--- src/rtl/simon_pkg.sv ---
// Shared types and default dimensions for the SIMON_9696 host controller.
package simon_pkg;

    localparam int SIMON_N = 48;
    localparam int SIMON_M = 2;
    localparam int BLK_W   = 2 * SIMON_N;
    localparam int KEY_W   = SIMON_M * SIMON_N;

    typedef enum logic [2:0] {
        ST_IDLE,
        ST_KEY_REQ,
        ST_KEY_WAIT,
        ST_DAT_REQ,
        ST_DAT_WAIT,
        ST_READ,
        ST_OUT
    } simon_host_state_t;

endpackage

--- src/rtl/simon_watchdog.sv ---
// Per-phase watchdog: counts enabled cycles since the last clear and flags
// expiry on the TO-th consecutive cycle spent in one waiting state.
module simon_watchdog #(
    parameter int TO = 1024
) (
    input  logic clk,
    input  logic nR,
    input  logic clear,
    input  logic enable,
    output logic expired
);

    localparam int CW = $clog2(TO + 1);

    logic [CW-1:0] cnt;

    always_ff @(posedge clk) begin
        if (!nR) begin
            cnt <= '0;
        end else if (clear || !enable) begin
            cnt <= '0;
        end else begin
            cnt <= cnt + CW'(1);
        end
    end

    // cnt holds the number of completed cycles, so TO-1 marks the TO-th cycle
    assign expired = enable && (cnt == CW'(TO - 1));

endmodule

--- src/rtl/simon_host_ctrl.sv ---
// Host-side initiator for the SIMON_9696 core: valid/ready front end, core
// key/data handshake sequencing, result capture and valid/ready back end.
//
// state       | meaning
// ST_IDLE     | waiting for a key or block request
// ST_KEY_REQ  | newKey asserted, waiting for ldKey
// ST_KEY_WAIT | key latched by core, waiting for doneKey
// ST_DAT_REQ  | newData asserted, waiting for ldData
// ST_DAT_WAIT | block latched by core, waiting for doneData
// ST_READ     | readData asserted, waiting for doneData to drop
// ST_OUT      | result presented downstream, waiting for res_ready
module simon_host_ctrl
    import simon_pkg::*;
#(
    parameter int N  = SIMON_N,
    parameter int M  = SIMON_M,
    parameter int TO = 1024
) (
    input  logic           clk,
    input  logic           nR,
    input  logic           key_valid,
    input  logic [M*N-1:0] key_in,
    output logic           key_ready,
    input  logic           blk_valid,
    input  logic [2*N-1:0] blk_in,
    input  logic           blk_enc,
    output logic           blk_ready,
    output logic           res_valid,
    output logic [2*N-1:0] res_data,
    input  logic           res_ready,
    output logic           err,
    output logic           newKey,
    output logic [M*N-1:0] key,
    input  logic           ldKey,
    input  logic           doneKey,
    output logic           newData,
    output logic [2*N-1:0] plain,
    output logic           enc_dec,
    input  logic           ldData,
    input  logic           doneData,
    output logic           readData,
    input  logic [2*N-1:0] cipher
);

    simon_host_state_t state_q;
    simon_host_state_t state_d;
    logic              key_loaded;
    logic              wd_clear;
    logic              wd_enable;
    logic              wd_expired;

    always_ff @(posedge clk) begin
        if (!nR) begin
            state_q <= ST_IDLE;
        end else begin
            state_q <= state_d;
        end
    end

    always_comb begin
        state_d = state_q;
        unique case (state_q)
            ST_IDLE: begin
                if (key_valid) begin
                    state_d = ST_KEY_REQ;
                end else if (blk_valid && key_loaded) begin
                    state_d = ST_DAT_REQ;
                end
            end
            ST_KEY_REQ:  if (ldKey)     state_d = ST_KEY_WAIT;
            ST_KEY_WAIT: if (doneKey)   state_d = ST_IDLE;
            ST_DAT_REQ:  if (ldData)    state_d = ST_DAT_WAIT;
            ST_DAT_WAIT: if (doneData)  state_d = ST_READ;
            ST_READ:     if (!doneData) state_d = ST_OUT;
            ST_OUT:      if (res_ready) state_d = ST_IDLE;
            default:                    state_d = ST_IDLE;
        endcase
        // A stuck core abandons the whole operation; the result is discarded
        if (wd_expired) begin
            state_d = ST_IDLE;
        end
    end

    always_comb begin
        key_ready = 1'b0;
        blk_ready = 1'b0;
        newKey    = 1'b0;
        newData   = 1'b0;
        readData  = 1'b0;
        res_valid = 1'b0;
        unique case (state_q)
            ST_IDLE: begin
                key_ready = nR && key_valid;
                blk_ready = nR && !key_valid && blk_valid && key_loaded;
            end
            ST_KEY_REQ: newKey    = 1'b1;
            ST_DAT_REQ: newData   = 1'b1;
            ST_READ:    readData  = 1'b1;
            ST_OUT:     res_valid = 1'b1;
            default: ;
        endcase
    end

    assign wd_enable = (state_q == ST_KEY_REQ)  || (state_q == ST_KEY_WAIT) ||
                       (state_q == ST_DAT_REQ)  || (state_q == ST_DAT_WAIT) ||
                       (state_q == ST_READ);
    assign wd_clear  = (state_d != state_q);

    simon_watchdog #(
        .TO (TO)
    ) u_watchdog (
        .clk     (clk),
        .nR      (nR),
        .clear   (wd_clear),
        .enable  (wd_enable),
        .expired (wd_expired)
    );

    always_ff @(posedge clk) begin
        if (!nR) begin
            key_loaded <= 1'b0;
            err        <= 1'b0;
            key        <= '0;
            plain      <= '0;
            enc_dec    <= 1'b0;
            res_data   <= '0;
        end else begin
            if (key_ready) begin
                key        <= key_in;
                key_loaded <= 1'b0;
            end
            if (blk_ready) begin
                plain   <= blk_in;
                enc_dec <= blk_enc;
            end
            if ((state_q == ST_KEY_WAIT) && doneKey && !wd_expired) begin
                key_loaded <= 1'b1;
            end
            if ((state_q == ST_DAT_WAIT) && doneData && !wd_expired) begin
                res_data <= cipher;
            end
            if (wd_expired) begin
                err        <= 1'b1;
                key_loaded <= 1'b0;
            end
        end
    end

endmodule

--- config.mk ---
export PLATFORM = sky130hd
export DESIGN_NAME = simon_host_ctrl
export DESIGN_NICKNAME = d
export VERILOG_FILES = /design/src/rtl/simon_pkg.sv /design/src/rtl/simon_watchdog.sv /design/src/rtl/simon_host_ctrl.sv
export SDC_FILE = /design/constraint.sdc
export NUM_CORES = 1
export LEC_CHECK = 0
export BUFFER_PORTS_ARGS = -buffer_cell sky130_fd_sc_hd__buf_2
export CAP_MARGIN = 20
export CORE_AREA = 2 2 229 231
export DETAILED_ROUTE_END_ITERATION = 16
export DIE_AREA = 0 0 231 233
export MAX_ROUTING_LAYER = met4
export PLACE_DENSITY = 0.42
export SLEW_MARGIN = 30
export SYNTH_ARGS = -nofsm -noshare
export SYNTH_HDL_FRONTEND = slang
export SYNTH_SLANG_ARGS = --single-unit
--- constraint.sdc ---
create_clock -name clk -period 4.4 [get_ports clk]
set_clock_uncertainty 0.1 [all_clocks]
set_input_delay 0 -clock clk [delete_from_list [all_inputs] [get_ports clk]]
set_output_delay 0 -clock clk [all_outputs]
set_load 0.005 [all_outputs]
==> results of run 1 <==
-- power by group through the flow --
stage          clock network [W]  registers [W]  logic [W]
6_report                 0.00298        0.00287   0.000683
2_1_floorplan                  0        0.00293   0.000195
5_1_grt                  0.00321        0.00288   0.000751
3_5_place_dp                   0        0.00293   0.000473
4_1_cts                  0.00309        0.00287   0.000690
3_3_place_gp                   0        0.00293   0.000469
-- what timing repair did --
action	CTS	global route
setup buffers	0	0
gates resized for setup	0	0
hold endpoints to repair	293	0
endpoints found under the setup margin	0	0
hold buffers	298	0
-- sequential cells by signal (all words and copies together), names as in the netlist --
| name | count |
|---|---|
| enc_dec | 1 |
| err | 1 |
| key | 96 |
| key_loaded | 1 |
| plain | 96 |
| res_data | 96 |
| state_q | 3 |
| u_watchdog.cnt | 11 |
-- layout make-up --
| cell class | instances | share of cell area |
|---|---|---|
| sequential | 305 | 0.3307 |
| timing repair buffer | 899 | 0.3282 |
| multi-input combinational | 956 | 0.2291 |
| tap | 680 | 0.04608 |
| clock inverter | 8 | 0.003320 |
| antenna | 5 | 0.0006776 |
| inverter | 2 | 0.0008131 |
| clock buffer | 59 | 0.06119 |
-- cells by family after synthesis --
family	Yosys count
flip-flops	305
AND/OR/NAND/NOR	633
adder cells (fa/ha/maj)	1
XOR/XNOR	11
multiplexers	3
AO/OA/AOI/OAI	308
buffers and inverters	104
-- cell usage in the layout (no fill, tap or decap), types with 3 or more instances in the layout --
cell type                       instances
sky130_fd_sc_hd__a21oi_1              297
sky130_fd_sc_hd__and3_1                 4
sky130_fd_sc_hd__buf_12                 3
sky130_fd_sc_hd__buf_2                593
sky130_fd_sc_hd__buf_6                  3
sky130_fd_sc_hd__clkbuf_1              11
sky130_fd_sc_hd__clkbuf_16             38
sky130_fd_sc_hd__clkbuf_8              10
sky130_fd_sc_hd__clkinv_2               4
sky130_fd_sc_hd__dfxtp_1              305
sky130_fd_sc_hd__diode_2                5
sky130_fd_sc_hd__dlygate4sd3_1        298
sky130_fd_sc_hd__nand2_1              585
sky130_fd_sc_hd__nand3_1                4
sky130_fd_sc_hd__nor2_1                 8
sky130_fd_sc_hd__nor3_1                 5
sky130_fd_sc_hd__nor3b_1                3
sky130_fd_sc_hd__nor4_1                10
sky130_fd_sc_hd__o21ai_0                3
sky130_fd_sc_hd__xnor2_1                7
sky130_fd_sc_hd__xor2_1                 4
-- stage by stage --
stage	total power, W	util	setup WS, ns
6_report	0.006532	0.3614	1.310
5_1_grt	0.006842	0.3614	1.125
4_1_cts	0.006655	0.3611	1.338
3_5_place_dp	0.003402	0.2794	1.717
3_3_place_gp	0.003396	0.2792	1.765
2_1_floorplan	0.003126	-	2.259
-- routing by layer --
layer / up-vias / global-route usage / part of all wire
met4: 0 / 0.04778 / 0.025
met1: 5585 / 0.1751 / 0.42
met2: 404 / 0.2600 / 0.48
li1: 6095 / - / -
met3: 65 / 0.04718 / 0.073
met5: - / - / 0
-- worst paths after layout --
path | end | depth (start not counted) | from
worst min-delay path | plain[62] | 4 | blk_in[62]
worst max-delay path | u_watchdog.cnt[6] | 6 | state_q[0]
worst min register to register | plain[20] | 2 | plain[20]
worst max register to register | u_watchdog.cnt[6] | 6 | state_q[0]
-- worst max-delay path: cells and delay by family (launching register included) --
kind,cells,cell delay (ns)
AO/OA/AOI/OAI,2,0.24
multiplexers,1,0.76
buffers and inverters,1,0.57
flip-flops,1,0.60
AND/OR/NAND/NOR,2,0.66
==> reports/results.ini, run 1 <==
[outcome]
outcome = finished, final reports clean

[clocking]
worstSkewPairLatency_ns = 0.54
cts.clk_slew.worst_paths_ns = 0.05
tritoncts = done
cts.root.buffer_cell = sky130_fd_sc_hd__clkbuf_16
cts-buffers-inserted = 38
htree_num_levels = 2
cts-root-to-sink-buffers = 3
clock_tree_sinks = 305

[timing]
finalHoldViolCount = 0
setup_violations = 0
finalSetupTns_ns = 0
timing.final.crit_share = 0.7022
max_clock_freq_mhz = 323.7
timing.hold.ws_ns = 0.1352
rsz_0062_raised_after_global_routing = no
final-max-slew-violation-count = 0
maxSlewHeadroom = 0.3483
worst_pin_slew_ns = 0.9504
min_period_ns = 3.090

[critical_path]
critical_path.slowest_cell = sky130_fd_sc_hd__mux2i_1
arrival_ns = 3.37
timing_worst_setup_path_type = flop to flop
critical_path_required_ns = 4.68
timing.reg2reg.setup_slack_ns = 1.31
slowest_delay_ns = 0.76
worst_path_cell_trace = or3b_2 > a21oi_1 > dlygate4sd3_1 > o22ai_1 > mux2i_1 > nor4_1
setup.worst_path.end_class = flop
top_fanout_value_on_the_critical_path = 15
startpoint_type = flop

[routing]
drtPass1Iterations = 5
ant_nets = 0
wl_per_cell_um = 14.77
wl_final_um = 43040
vias_per_cell = 4.169
via_count = 12150
drt_iter0_markers = 460
drt_drc_violations_left = 0

[global_route]
antenna_violations_before_repair = 5
track_usage = 0.1543
grt_max_degree = 167
grt_overflow_total = 0
grt_pass1_vias = 12030
wire_length_of_the_first_global_routing_pass_um = 64390

[logic_synthesis]
synth_fp_nets = 1664
synthesis.yosys.warnings = 0
post_synth.cell_area_avg_um2 = 7.847
library_cell_with_the_highest_instance_count_after_synthesis = sky130_fd_sc_hd__nand2_1
post-synth-top-area-fraction = 0.5700
number_of_flops_mapped_to_enable_cells_by_yosys = 0
dominantRegCellSynth = sky130_fd_sc_hd__dfxtp_1
synth_top_family_by_area = simple AND/OR/NAND/NOR gates
ys_ff_latch = 305
synth_mux_area_frac = 0.002803
synth_area_mm2 = 0.01071
synth.lib_cells_used.distinct = 38
synthDominantAreaCellType = sky130_fd_sc_hd__dfxtp_1
post_synth_xor_area_fraction = 0.008994
synth_compound_gate_area_share = 0.1464
yosys-top-cells-area = sky130_fd_sc_hd__dfxtp_1, sky130_fd_sc_hd__nand2_1, sky130_fd_sc_hd__a21oi_1
syn-instance-count = 1365
synth.top_cells.by_count = sky130_fd_sc_hd__nand2_1, sky130_fd_sc_hd__dfxtp_1, sky130_fd_sc_hd__a21oi_1
yosys.area_share.simple = 0.2321
synth_adder_area_share = 0.001168
sequential_share_of_the_synthesized_area = 0.5700
share_of_async_settable_or_async_resettable_flops_after_synthesis = 0

[floorplan]
floorplan_die_width_um = 231
die_y_um = 233
io_pins = 594
die-area_mm2 = 0.05382
rows = 83
starting_density = 0.2096
core_area_mm2 = 0.05109

[place]
place_hpwl_um = 29070
gp_routability_congestion = 0.7939
place.detailed.instances = 2544
placement.io_buffers = 593
placed_area_mm2 = 0.01427

[power]
cell_internal_pwr_w = 0.004975
switchingPower_w = 0.001558
power_frac_clock = 0.456
total_leakage_power_nw = 8.073
comb_power_share = 0.105
switch_share = 0.2385
pwrdens_mw_per_mm2 = 353.8
power_frac_seq = 0.439
peakVddDrop_uv = 282.6

[finish]
drive_gt1_frac = 0.2992
stdcell_count = 2914
layout.area.seq_mm2 = 0.006106
syn2layout_area_growth_pct = 72.39
fillCellCount = 5411
multi_input_comb_area_mm2 = 0.004230
post_layout_net_count = 2501
postLayoutCellArea_mm2 = 0.01847

[worst_hold_path]
hp-class = input pin to flop

[job]
count_of_maximum_capacitance_violations = 0

(Power assumes the default switching activity.)
==> run 2: changes to the inputs <==
CORE_AREA = 2 2 233 235   (was 2 2 229 231)
DIE_AREA = 0 0 235 237   (was 0 0 231 233)
PLACE_DENSITY = 0.41   (was 0.42)
clock period = 2.9 ns   (was 4.4 ns; I/O delays follow)
==> run 2 against run 1 <==
Net effect:
- fmax up 21%
- global-route usage is 0.070 points lower
- utilization down 0.82 points
- final cell count up 1.3%
- sequential power rose by 52%
- critical path depth fell by 1
- cell area is 1.9% higher
- combinational power rose by 58%
- routed wire length grew 0.72%
- first-iteration DRC count rose by 18%
- sequential share of layout area decreased by 0.62 points
- critical path type unchanged
==> reports/results.ini, run 2 (same netlist as run 1, synthesis figures left out) <==
[outcome]
outcome = finished, final reports clean

[clocking]
clock_tree_sinks = 305
cts.clk_slew.worst_paths_ns = 0.06
tritoncts = done
cts-buffers-inserted = 39
htree_num_levels = 2
worstSkewPairLatency_ns = 0.55
postCtsSetupRepairBufs = 0
cts.root.buffer_cell = sky130_fd_sc_hd__clkbuf_16
cts-root-to-sink-buffers = 3

[floorplan]
io_pins = 594
floorplan_die_width_um = 235
die_y_um = 237
core_area_mm2 = 0.05328
rows = 85
die-area_mm2 = 0.05570
starting_density = 0.2010

[critical_path]
timing_worst_setup_path_type = flop to flop
startpoint_type = flop
top_fanout_value_on_the_critical_path = 99
setup.worst_path.end_class = flop
critical_path_required_ns = 3.30
arrival_ns = 2.95

[routing]
wl_per_cell_um = 14.69
via_count = 12240
wl_final_um = 43350
drt_iter0_markers = 541
drtPass1Iterations = 5
vias_per_cell = 4.148
drt_drc_violations_left = 0
ant_nets = 0

[place]
place_hpwl_um = 28890
gp_routability_congestion = 0.8157
pre_cts_ws_ns = 0.4053
placement.io_buffers = 593

[global_route]
grt_max_degree = 162
grt_overflow_total = 0
track_usage = 0.1536
wire_length_of_the_first_global_routing_pass_um = 67100
grt_pass1_vias = 12130
antenna_violations_before_repair = 3

[timing]
timing.final.crit_share = 0.8813
setup_violations = 0
maxSlewHeadroom = 0.3411
finalHoldViolCount = 0
finalSetupTns_ns = 0
rsz_0062_raised_after_global_routing = no
max_clock_freq_mhz = 391.3
min_period_ns = 2.556
final.setup.worst_slack_ns = 0.3442
final-max-slew-violation-count = 0
worst_pin_slew_ns = 0.9883

[worst_hold_path]
hp-class = input pin to flop

[power]
switch_share = 0.2369
power_frac_seq = 0.426
comb_power_share = 0.106
cell_internal_pwr_w = 0.007792
power_frac_clock = 0.469
switchingPower_w = 0.002419
pwrdens_mw_per_mm2 = 542.7
total_leakage_power_nw = 8.181
peakVddDrop_uv = 350.0

[job]
count_of_maximum_capacitance_violations = 0

[finish]
most_common_cell_after_layout_fill_and_taps_aside = sky130_fd_sc_hd__buf_2
leading_registers_by_flop_count = key: 96 flops, plain: 96 flops, res_data: 96 flops
syn2layout_area_growth_pct = 75.68
final_cell_mix = sky130_fd_sc_hd__buf_2, sky130_fd_sc_hd__nand2_1, sky130_fd_sc_hd__dlygate4sd3_1, sky130_fd_sc_hd__dfxtp_1, sky130_fd_sc_hd__a21oi_1
post_layout_net_count = 2526
drive_gt1_frac = 0.3004
fillCellCount = 5673

run 2: area by class of cell:
cell class,count,area (um^2),share of cell area
multi-input cells,956,4240,0.2253
diodes,1,2.502,0.0001330
clock inverters,14,165.2,0.008777
well taps,696,870.8,0.04628
flip-flops and latches,305,6106,0.3245
clock buffers,54,1094,0.05811
inverters,2,15.01,0.0007979
repair buffers,923,6325,0.3361
run 2: path summary, 6_finish.rpt:
path              slack (ns)         end       start  cells after the start
setup / recovery        0.34  state_q[1]  state_q[2]                      5
hold / removal          0.03         err          nR                      4
setup reg to reg        0.34  state_q[1]  state_q[2]                      5
hold reg to reg         0.35     key[84]     key[84]                      2
run 2: through the flow:
step           instances  hold slack (ns)    util  total power, W  instance area (um^2)
2_1_floorplan       1365          0.03597       -        0.004742                 10710
3_3_place_gp        2567           0.1415  0.2701        0.005180                 14390
5_1_grt             2951          0.06244  0.3532         0.01071                 18820
3_5_place_dp        2567           0.1446  0.2702        0.005186                 14400
4_1_cts             2950          0.02291  0.3530         0.01043                 18810
6_report            2951          0.03092  0.3532         0.01021                 18820
run 2: worst max-delay path, cell delays in order (launching register included):
cell	delay, ns
sky130_fd_sc_hd__dfxtp_1	0.39
sky130_fd_sc_hd__or3_4	0.40
sky130_fd_sc_hd__or3_4	0.39
sky130_fd_sc_hd__buf_6	0.28
sky130_fd_sc_hd__a311oi_1	0.34
sky130_fd_sc_hd__dlygate4sd3_1	0.58
run 2: layer usage:
metal | vias to the layer above | routed length, um | part of all wire | global-route usage
met2 | 410 | 21500 | 0.50 | 0.2595
met4 | 0 | 1147 | 0.026 | 0.05178
li1 | 6142 | - | - | -
met5 | - | 0 | 0 | -
met3 | 77 | 2895 | 0.067 | 0.03882
met1 | 5613 | 17810 | 0.41 | 0.1773
run 2: timing repair:
item	4_1_cts	5_1_grt
hold endpoints to repair	293	0
hold buffers	315	0
resized for setup	0	0
run 2: power groups by stage:
| stage | clock network (W) | logic [W] | registers, W |
|---|---|---|---|
| after global placement | 0 | 0.000748 | 0.00443 |
| after global routing | 0.00516 | 0.00119 | 0.00436 |
| final | 0.00479 | 0.00108 | 0.00435 |
| after detailed placement | 0 | 0.000749 | 0.00444 |
| after floorplan | 0 | 0.000295 | 0.00445 |
| after CTS | 0.00499 | 0.00109 | 0.00435 |
